`config.mk`:
```
export PLATFORM = sky130hd
export DESIGN_NAME = gerenciador_balas
export DESIGN_NICKNAME = d
export VERILOG_FILES = /design/src/rtl/gerenciador_balas_pkg.sv /design/src/rtl/gerenciador_balas_divisor_tick.sv /design/src/rtl/gerenciador_balas.sv
export SDC_FILE = /design/constraint.sdc
export NUM_CORES = 1
export LEC_CHECK = 0
export CORE_UTILIZATION = 45
export DETAILED_ROUTE_END_ITERATION = 8
export PLACE_DENSITY = 0.69
export SETUP_SLACK_MARGIN = 0.3
export SYNTH_ARGS = -nofsm -noshare
export SYNTH_HDL_FRONTEND = slang
export SYNTH_SLANG_ARGS = --single-unit
```
`constraint.sdc`:
```
create_clock -name CLOCK_50 -period 9.2 [get_ports CLOCK_50]
set_input_delay 2.76 -clock CLOCK_50 [delete_from_list [all_inputs] [get_ports CLOCK_50]]
set_output_delay 2.76 -clock CLOCK_50 [all_outputs]
set_load 0.01 [all_outputs]
```
`src/rtl/gerenciador_balas_pkg.sv`:
```
// rtl/gerenciador_balas_pkg.sv - game constants and bullet slot record shared by the projectile blocks
package gerenciador_balas_pkg;

  localparam int X_MAX    = 640;
  localparam int Y_MAX    = 480;
  localparam int OFFSET_Y = 35;
  localparam int RAIO     = 5;

  localparam int COORD_W  = 10;
  localparam int SOMA_W   = COORD_W + 1;
  localparam int IDX_W    = 3;
  localparam int OCUP_W   = 4;

  typedef struct packed {
    logic               ativo;
    logic               aliada;
    logic [COORD_W-1:0] x;
    logic [COORD_W-1:0] y;
  } bala_t;

  typedef enum logic {
    LADO_JOG = 1'b0,
    LADO_INI = 1'b1
  } lado_t;

endpackage

```
`src/rtl/gerenciador_balas_divisor_tick.sv`:
```
// rtl/gerenciador_balas_divisor_tick.sv - movement tick divider with enable and synchronous clear
module divisor_tick #(
  parameter int DIV = 100000
) (
  input  logic CLOCK_50,
  input  logic reset,
  input  logic limpar,
  input  logic habilita,
  output logic tick
);

  localparam int CNT_W = (DIV > 1) ? $clog2(DIV) : 1;
  localparam logic [CNT_W-1:0] ULTIMO = CNT_W'(DIV - 1);

  logic [CNT_W-1:0] contador;

  // Holding the count while disabled preserves the tick phase across a pause.
  assign tick = habilita && (contador == ULTIMO);

  always_ff @(posedge CLOCK_50) begin
    if (reset || limpar) begin
      contador <= '0;
    end else if (tick) begin
      contador <= '0;
    end else if (habilita) begin
      contador <= contador + CNT_W'(1);
    end
  end

endmodule

```
`src/rtl/gerenciador_balas.sv`:
```
// rtl/gerenciador_balas.sv - bullet slot pool: fire arbitration, movement, retirement and query port
module gerenciador_balas
  import gerenciador_balas_pkg::*;
#(
  parameter int N_BALAS  = 4,
  parameter int TICK_DIV = 100000
) (
  input  logic                CLOCK_50,
  input  logic                reset,
  input  logic                pausa,
  input  logic                reiniciarJogo,
  input  logic                req_jog,
  input  logic [COORD_W-1:0]  xi_jog,
  input  logic [COORD_W-1:0]  yi_jog,
  output logic                ack_jog,
  output logic                neg_jog,
  input  logic                req_ini,
  input  logic [COORD_W-1:0]  xi_ini,
  input  logic [COORD_W-1:0]  yi_ini,
  output logic                ack_ini,
  output logic                neg_ini,
  input  logic                acerto,
  input  logic [IDX_W-1:0]    acerto_idx,
  input  logic [IDX_W-1:0]    cons_idx,
  output logic                cons_ativo,
  output logic                cons_aliada,
  output logic [COORD_W-1:0]  cons_x,
  output logic [COORD_W-1:0]  cons_y,
  output logic [OCUP_W-1:0]   ocupacao,
  output logic [COORD_W-1:0]  raio
);

  bala_t slots   [N_BALAS];
  bala_t slots_n [N_BALAS];
  bala_t novo;
  bala_t cons_n;
  bala_t cons_q;

  logic              rr_ini, rr_ini_n;
  logic              ack_jog_n, neg_jog_n, ack_ini_n, neg_ini_n;
  logic              tick;
  logic              livre_ok;
  logic [IDX_W-1:0]  livre_idx;
  logic [SOMA_W-1:0] y_ini_soma;
  logic              jog_ok, ini_ok;
  logic              atender, aceita;
  lado_t             lado;

  divisor_tick #(
    .DIV (TICK_DIV)
  ) u_divisor_tick (
    .CLOCK_50 (CLOCK_50),
    .reset    (reset),
    .limpar   (reiniciarJogo),
    .habilita (!pausa),
    .tick     (tick)
  );

  assign y_ini_soma = {1'b0, yi_ini} + SOMA_W'(OFFSET_Y);
  assign jog_ok     = yi_jog >= COORD_W'(OFFSET_Y);
  assign ini_ok     = y_ini_soma < SOMA_W'(Y_MAX);

  // Lowest free slot from registered state, so a slot retired this cycle is not reused yet.
  always_comb begin
    livre_ok  = 1'b0;
    livre_idx = '0;
    for (int i = N_BALAS - 1; i >= 0; i--) begin
      if (!slots[i].ativo) begin
        livre_ok  = 1'b1;
        livre_idx = IDX_W'(i);
      end
    end
  end

  always_comb begin
    lado = LADO_JOG;
    if (req_jog && req_ini) begin
      lado = rr_ini ? LADO_INI : LADO_JOG;
    end else if (req_ini) begin
      lado = LADO_INI;
    end
    atender = !pausa && !reiniciarJogo && (req_jog || req_ini);
    aceita  = atender && livre_ok && ((lado == LADO_INI) ? ini_ok : jog_ok);

    novo = '0;
    novo.ativo = 1'b1;
    if (lado == LADO_INI) begin
      novo.aliada = 1'b0;
      novo.x      = xi_ini;
      novo.y      = y_ini_soma[COORD_W-1:0];
    end else begin
      novo.aliada = 1'b1;
      novo.x      = xi_jog;
      novo.y      = yi_jog - COORD_W'(OFFSET_Y);
    end

    ack_jog_n = aceita && (lado == LADO_JOG);
    neg_jog_n = atender && !aceita && (lado == LADO_JOG);
    ack_ini_n = aceita && (lado == LADO_INI);
    neg_ini_n = atender && !aceita && (lado == LADO_INI);
    rr_ini_n  = atender ? (lado == LADO_JOG) : rr_ini;
  end

  // A fresh slot skips this cycle's move; a collision beats a move on the same slot.
  always_comb begin
    for (int i = 0; i < N_BALAS; i++) begin
      slots_n[i] = slots[i];
      if (aceita && (livre_idx == IDX_W'(i))) begin
        slots_n[i] = novo;
      end else if (slots[i].ativo) begin
        if (acerto && (acerto_idx == IDX_W'(i))) begin
          slots_n[i] = '0;
        end else if (tick) begin
          if (slots[i].aliada) begin
            if (slots[i].y == '0) slots_n[i] = '0;
            else                  slots_n[i].y = slots[i].y - COORD_W'(1);
          end else begin
            if (({1'b0, slots[i].y} + SOMA_W'(1)) >= SOMA_W'(Y_MAX)) slots_n[i] = '0;
            else slots_n[i].y = slots[i].y + COORD_W'(1);
          end
        end
      end
    end
  end

  always_comb begin
    cons_n   = '0;
    ocupacao = '0;
    for (int i = 0; i < N_BALAS; i++) begin
      if (cons_idx == IDX_W'(i)) cons_n = slots[i];
      ocupacao = ocupacao + OCUP_W'(slots[i].ativo);
    end
  end

  always_ff @(posedge CLOCK_50) begin
    if (reset || reiniciarJogo) begin
      for (int i = 0; i < N_BALAS; i++) slots[i] <= '0;
      rr_ini  <= 1'b0;
      ack_jog <= 1'b0;
      neg_jog <= 1'b0;
      ack_ini <= 1'b0;
      neg_ini <= 1'b0;
    end else begin
      for (int i = 0; i < N_BALAS; i++) slots[i] <= slots_n[i];
      rr_ini  <= rr_ini_n;
      ack_jog <= ack_jog_n;
      neg_jog <= neg_jog_n;
      ack_ini <= ack_ini_n;
      neg_ini <= neg_ini_n;
    end
    // The query register keeps running through reiniciarJogo; only reset zeroes it.
    if (reset) cons_q <= '0;
    else       cons_q <= cons_n;
  end

  assign cons_ativo  = cons_q.ativo;
  assign cons_aliada = cons_q.aliada;
  assign cons_x      = cons_q.x;
  assign cons_y      = cons_q.y;
  assign raio        = COORD_W'(RAIO);

endmodule

```
After elaboration in Yosys (flattened, before gate mapping)
Memories as Yosys holds them, arrays and structs flattened.
Cells that the tools add are included.

word-level totals
  register bits = 44
  memory bits (writable) = 88
  input port bits = 53
  word-level logic and storage cells = 142
  memories kept = 1

operators by class
  add/sub/neg operators = 18
  order comparisons = 6
  equality and inequality tests = 10
  muxes and demuxes = 60
  bitwise operators = 5
  reduce and logical (&&, ||, !) cells = 32

memory list
  name   words  bits a word  rd ports  clocked after memory_dff  write ports  line                     RTL
  slots  4      22           4         0                         4            gerenciador_balas.sv:33  bala_t slots [N_BALAS];

operators with widths
  cell                                                                 number
  two-way mux 22 bit                                                   28
  two-way mux 12 bit                                                   8
  two-way mux 10 bit                                                   8
  adder 10 x 1 -> 11 bit (second input constant)                       4
  greater-or-equal comparator 11 x 9 -> 1 bit (second input constant)  4
  adder 10 x 1 -> 10 bit (second input constant)                       4
  logical NOT 10 bit                                                   4
  subtractor 10 x 1 -> 10 bit (second input constant)                  4
  two-way mux 21 bit                                                   1
  logical AND 1 bit                                                    19
  == test 3 x 2 -> 1 bit (second input constant)                       6
  adder 17 x 1 -> 17 bit (second input constant)                       1
  == test 17 bit (second input constant)                               1
  adder 10 x 6 -> 11 bit (second input constant)                       1
  less-than comparator 11 x 9 -> 1 bit (second input constant)         1
  two-way mux 1 bit                                                    11
  greater-or-equal comparator 10 x 6 -> 1 bit (second input constant)  1
  subtractor 10 x 6 -> 10 bit (second input constant)                  1
  == test 3 x 1 -> 1 bit (second input constant)                       3
  logical NOT 3 bit                                                    3
  two-way mux 2 bit                                                    3
  adder 3 x 1 -> 4 bit                                                 1
  OR 1 bit                                                             4
  adder 2 x 1 -> 3 bit                                                 1
  other kinds (6)                                                      9

Longest topological paths before layout
An unclocked memory read counts as a cell.

  word-level depth = 10
  depth in mapped cells = 11

Cells and area by module
Synthesis repeated with hierarchy kept, for this count alone.

second synthesis, totals
  cells, all modules = 1065
  area, all modules = 8469.4 um^2

modules (own cells, without submodules)
  module             instances  cells each  area an instance (um^2)  seq. area each (um^2)
  gerenciador_balas  1          972         7624.8                   2302.2
  divisor_tick       1          93          844.6                    340.3

Worst setup path after synthesis
No wires, ideal clock.

  kind = input-to-reg
  start point = input port yi_ini[0]
  end point = memory slots[0][2] in the netlist's numbering
  setup time = 128 ps
  data arrival time = 4767 ps
  required time = 9072 ps
  path slack = 4305 ps
  stages = 10
  path buffers = 1
  path through = inv_1 > ha_1 > nand4_1 > or4_4 > a311oi_4 > o211a_4 > o2bb2ai_1 > buf_2 > a221oi_1 > nor2_1

RTL lines
  element      line                     RTL
  from (decl)  gerenciador_balas.sv:19  input logic [COORD_W-1:0] yi_ini,
  to (decl)    gerenciador_balas.sv:33

==> flow_results.org <==
** Timing
- Fin. max-slew vios :: 0
- Clock Skews :: 0.0114 ns
- In this run the tightest slew margin relative to its limit is 24.7%.
- Derived from the worst setup path, the maximum achievable clock frequency is 175 MHz.
- RSZ-0062 raised after global routing :: false
- At the pin with the least slew margin, the transition time is 1.13 ns.
- Final cycle utilization of the critical path :: 62.0%
- The number of hold violations in the final report is 0.
- Setup violations, final :: 0
- Post-layout min period :: 5.71 ns
- Adding up every negative setup slack in the final design gives 0 ns.
- Post-route worst hold slack :: 0.471 ns

** Clocking
- Clk sink count :: 132
- Clock tree synthesis inserted a total of 17 buffers.
- Post-cts sizing count :: 0
- CTS clock-pin slew for the worst setup and hold paths :: 0.06 ns
- No sink is reached through more buffers than the 2 on the longest clock path.
- The tree is rooted in a clkbuf_16.
- TritonCTS built the clock tree.
- The clock tree synthesis step divided the H-tree into 4 levels.
- Clock latency at the later pin of the worst-skew pair :: 0.43 ns
- Post-CTS timing repair inserted 0 buffers for setup.
- After clock tree synthesis, the flow added hold-fix buffers numbering 0.

** Worst setup path
- By startpoint and endpoint, the worst setup path is classified as primary input to flop.
- Critical path data arrival time :: 6.03 ns
- Setup crit start :: yi_ini[1]
- The startpoint identified for the worst register-to-register timing path is slots[0][1].
- At the worst endpoint, the required time is 9.52 ns.
- Critical Path End Type :: flop
- The worst setup path is launched from a primary input.
- Along the worst path, the maximum fanout reaches 23.

** Finish
- Relative to the synthesized area, the layout overhead comes to 16.5%.
- Final non-filler cell total :: 1342
- Footprint of the multi-input gates :: 0.00521 mm^2
- Number of antenna diodes :: 0
- Number of nets in the final layout :: 1168
- Share of cells above drive strength 1 :: 5.84%
- Fillers :: 1661
- Summing all flip-flop and latch instances after layout gives 0.00264 mm^2.

** Detailed routing
- Final Routed Wirelength :: 26200 um
- Total via count in the routed design :: 8517
- DRT antenna net count :: 0
- The first detailed-routing pass took 9 iterations.
- Drt wl/cell :: 19.6 um
- After the first detailed-routing iteration, the DRC count stood at 1013.
- After detailed routing, the number of remaining DRC violations is 2.
- Number of vias per cell :: 6.35

** Global route
- Busiest metal layer after global routing :: met2
- The first global-routing pass estimated 41800 um of wire.
- Global routing finished with a remaining overflow of 0.
- Global routing usage on met2 :: 40.6%
- Global routing used 27.4% of the available tracks.
- Met1 track demand over resource :: 38.4%
- Antenna violations before repair :: 0
- Pin count of the biggest net entering global routing :: 47
- The number of global-route vias before repair was 7626.
- GR Util met3 :: 5.26%

** Placement
- Weighted congestion at the end of routability-driven global placement :: 0.943
- Placed cell count :: 1310
- In this run the tool buffered the top-level ports with 81 buffer cells.
- The wire-length estimate of the detail-placed layout is 18100 um.

** Synth
- Summing the sequential cell areas from Yosys gives 31.5% of the chip area.
- In this run, synthesis inferred 0 flip-flops with an integrated enable.
- Most used DFF post-synth :: dfxtp_1
- Cell area after synthesis :: 0.00839 mm^2
- Synth Register Bits :: 132
- Synth warn :: 0
- After technology mapping, the gate count stands at 1080.
- Post-Synthesis Mean Instance Area :: 7.77 um^2
- Fraction of synthesis flops using an asynchronous set or reset pin :: 0%
- Post-synthesis cell type count :: 75

** Floorplan
- Number of placed I/O pins :: 93
- Area of the placeable core :: 0.0181 mm^2
- The initial utilization of the core area, before any placement, comes to 46.4%.
- Area of the die :: 0.0192 mm^2
- The die is 139 um tall.
- The floorplan step set the die width to 139 um.
- Number of rows created at floorplan :: 49

** Power and ir drop
- Total power :: 1.47 mW
- IR analysis of the VDD net gives a maximum drop of 0.000105 V.
- Leak pwr :: 3.40 nW
- In this run the power density over the cells is 151 mW/mm^2.

** Outcome
- Failing checks :: design-rule violations
- Result of the run :: complete, but fails checks

** Flow run
- Max-cap violations in this run came to 0.

** Hold path
- Hold Path Class :: flop to flop
- Worst hold start :: slots[0][13]
-- sequential cells by signal, indices dropped and copies added (netlist names) --
register and cells:
slots 88, ack_jog 1, cons_ativo 1, cons_x 10, cons_aliada 1, cons_y 10
ack_ini 1, neg_jog 1, u_divisor_tick.contador 17, rr_ini 1, neg_ini 1
-- cell usage after synthesis, drive strengths merged, types with 7 or more instances --
cell type	count	share of area, %
nor2b	22	1.6
a22o	40	4.2
dfxtp	132	32
o31a	7	0.73
o21ai	46	2.9
a21oi	60	3.6
o31ai	9	0.81
a211oi	33	3.1
xnor2	16	1.7
or3	18	1.3
mux2i	7	0.84
o221ai	25	2.6
nand2	102	4.6
ha	14	2.1
inv	28	1.3
nor2	113	5.1
buf	34	2.6
a31oi	29	2.2
nand3b	8	0.72
nor3	34	2.2
nand4	10	0.75
a221oi	10	1.0
and2	7	0.52
xor2	24	2.5
nand3	48	2.9
nand2b	12	0.90
clkbuf	67	3.0
nor4	7	0.52
and3	15	1.1
-- cells by family (layout without fill, tap and decap cells) --
group / after synthesis / count (layout) / share of synthesized area [%]
AOI/OAI and AO/OA: 326 / 326 / 28.7
xor gates and xnor gates: 40 / 40 / 4.18
adders and majority gates: 15 / 15 / 2.33
buffers and inverters: 129 / 153 / 6.80
DFF: 132 / 132 / 31.5
muxes: 9 / 9 / 1.10
other: 2 / 11 / 0.0895
and+or+nand+nor: 427 / 427 / 25.2
-- path summary, 6_finish.rpt --
kind | slack [ns] | end | depth (start not counted)
max reg2reg | 5.91 | slots[0][16] | 8
min | 0.47 | slots[0][13] | 1
max | 3.49 | slots[3][14] | 10
min reg2reg | 0.47 | slots[0][13] | 1
-- routing by layer --
layer	share of wire (%)	routed length, um
met3	8.1	2120
met4	3.2	843
met2	44	11500
met5	0	0
met1	45	11800
-- cells in the final DEF, fill, tap and decap left out, types with 29 or more instances in the layout --
cell / netlist / routed
nor3_1: 32 / 32
a22o_1: 40 / 40
o21ai_0: 43 / 43
a31oi_1: 29 / 29
a21oi_1: 60 / 60
nand3_1: 48 / 48
nand2_1: 102 / 102
a211oi_1: 31 / 31
clkdlybuf4s50_1: 0 / 81
dfxtp_1: 132 / 132
nor2_1: 113 / 113
-- worst max-delay path: stages --
cell and delay [ns]:
clkdlybuf4s50_1 0.48, inv_1 0.10, ha_1 0.24, nand4_1 0.11
or4_4 0.44, a311oi_4 0.44, o21ai_4 0.19, nor3_4 0.73
a211oi_2 0.23, a22o_1 0.29
-- area by class of cell --
class,instances,share of cell area (%)
inverters,28,1.08
flip-flops and latches,132,27.0
clock buffers,18,4.39
clock inverters,14,2.05
multi-input cells,828,53.3
repair buffers,93,9.22
well taps,229,2.93
-- power breakdown --
group	internal [mW]	switching, mW	total, mW
clock	0.457	0.283	0.740
sequential	0.578	0.00615	0.584
combinational	0.0577	0.0922	0.150
-- through the flow --
step,instance area (um^2),setup WS [ns],util [%]
2_1_floorplan,8420,4.31,-
3_3_place_gp,9140,3.13,50.6
3_5_place_dp,9140,3.09,50.6
4_1_cts,9770,3.53,54.0
5_1_grt,9770,3.31,54.0
6_report,9770,3.49,54.0
No activity file was read; power rests on OpenSTA's default activity.
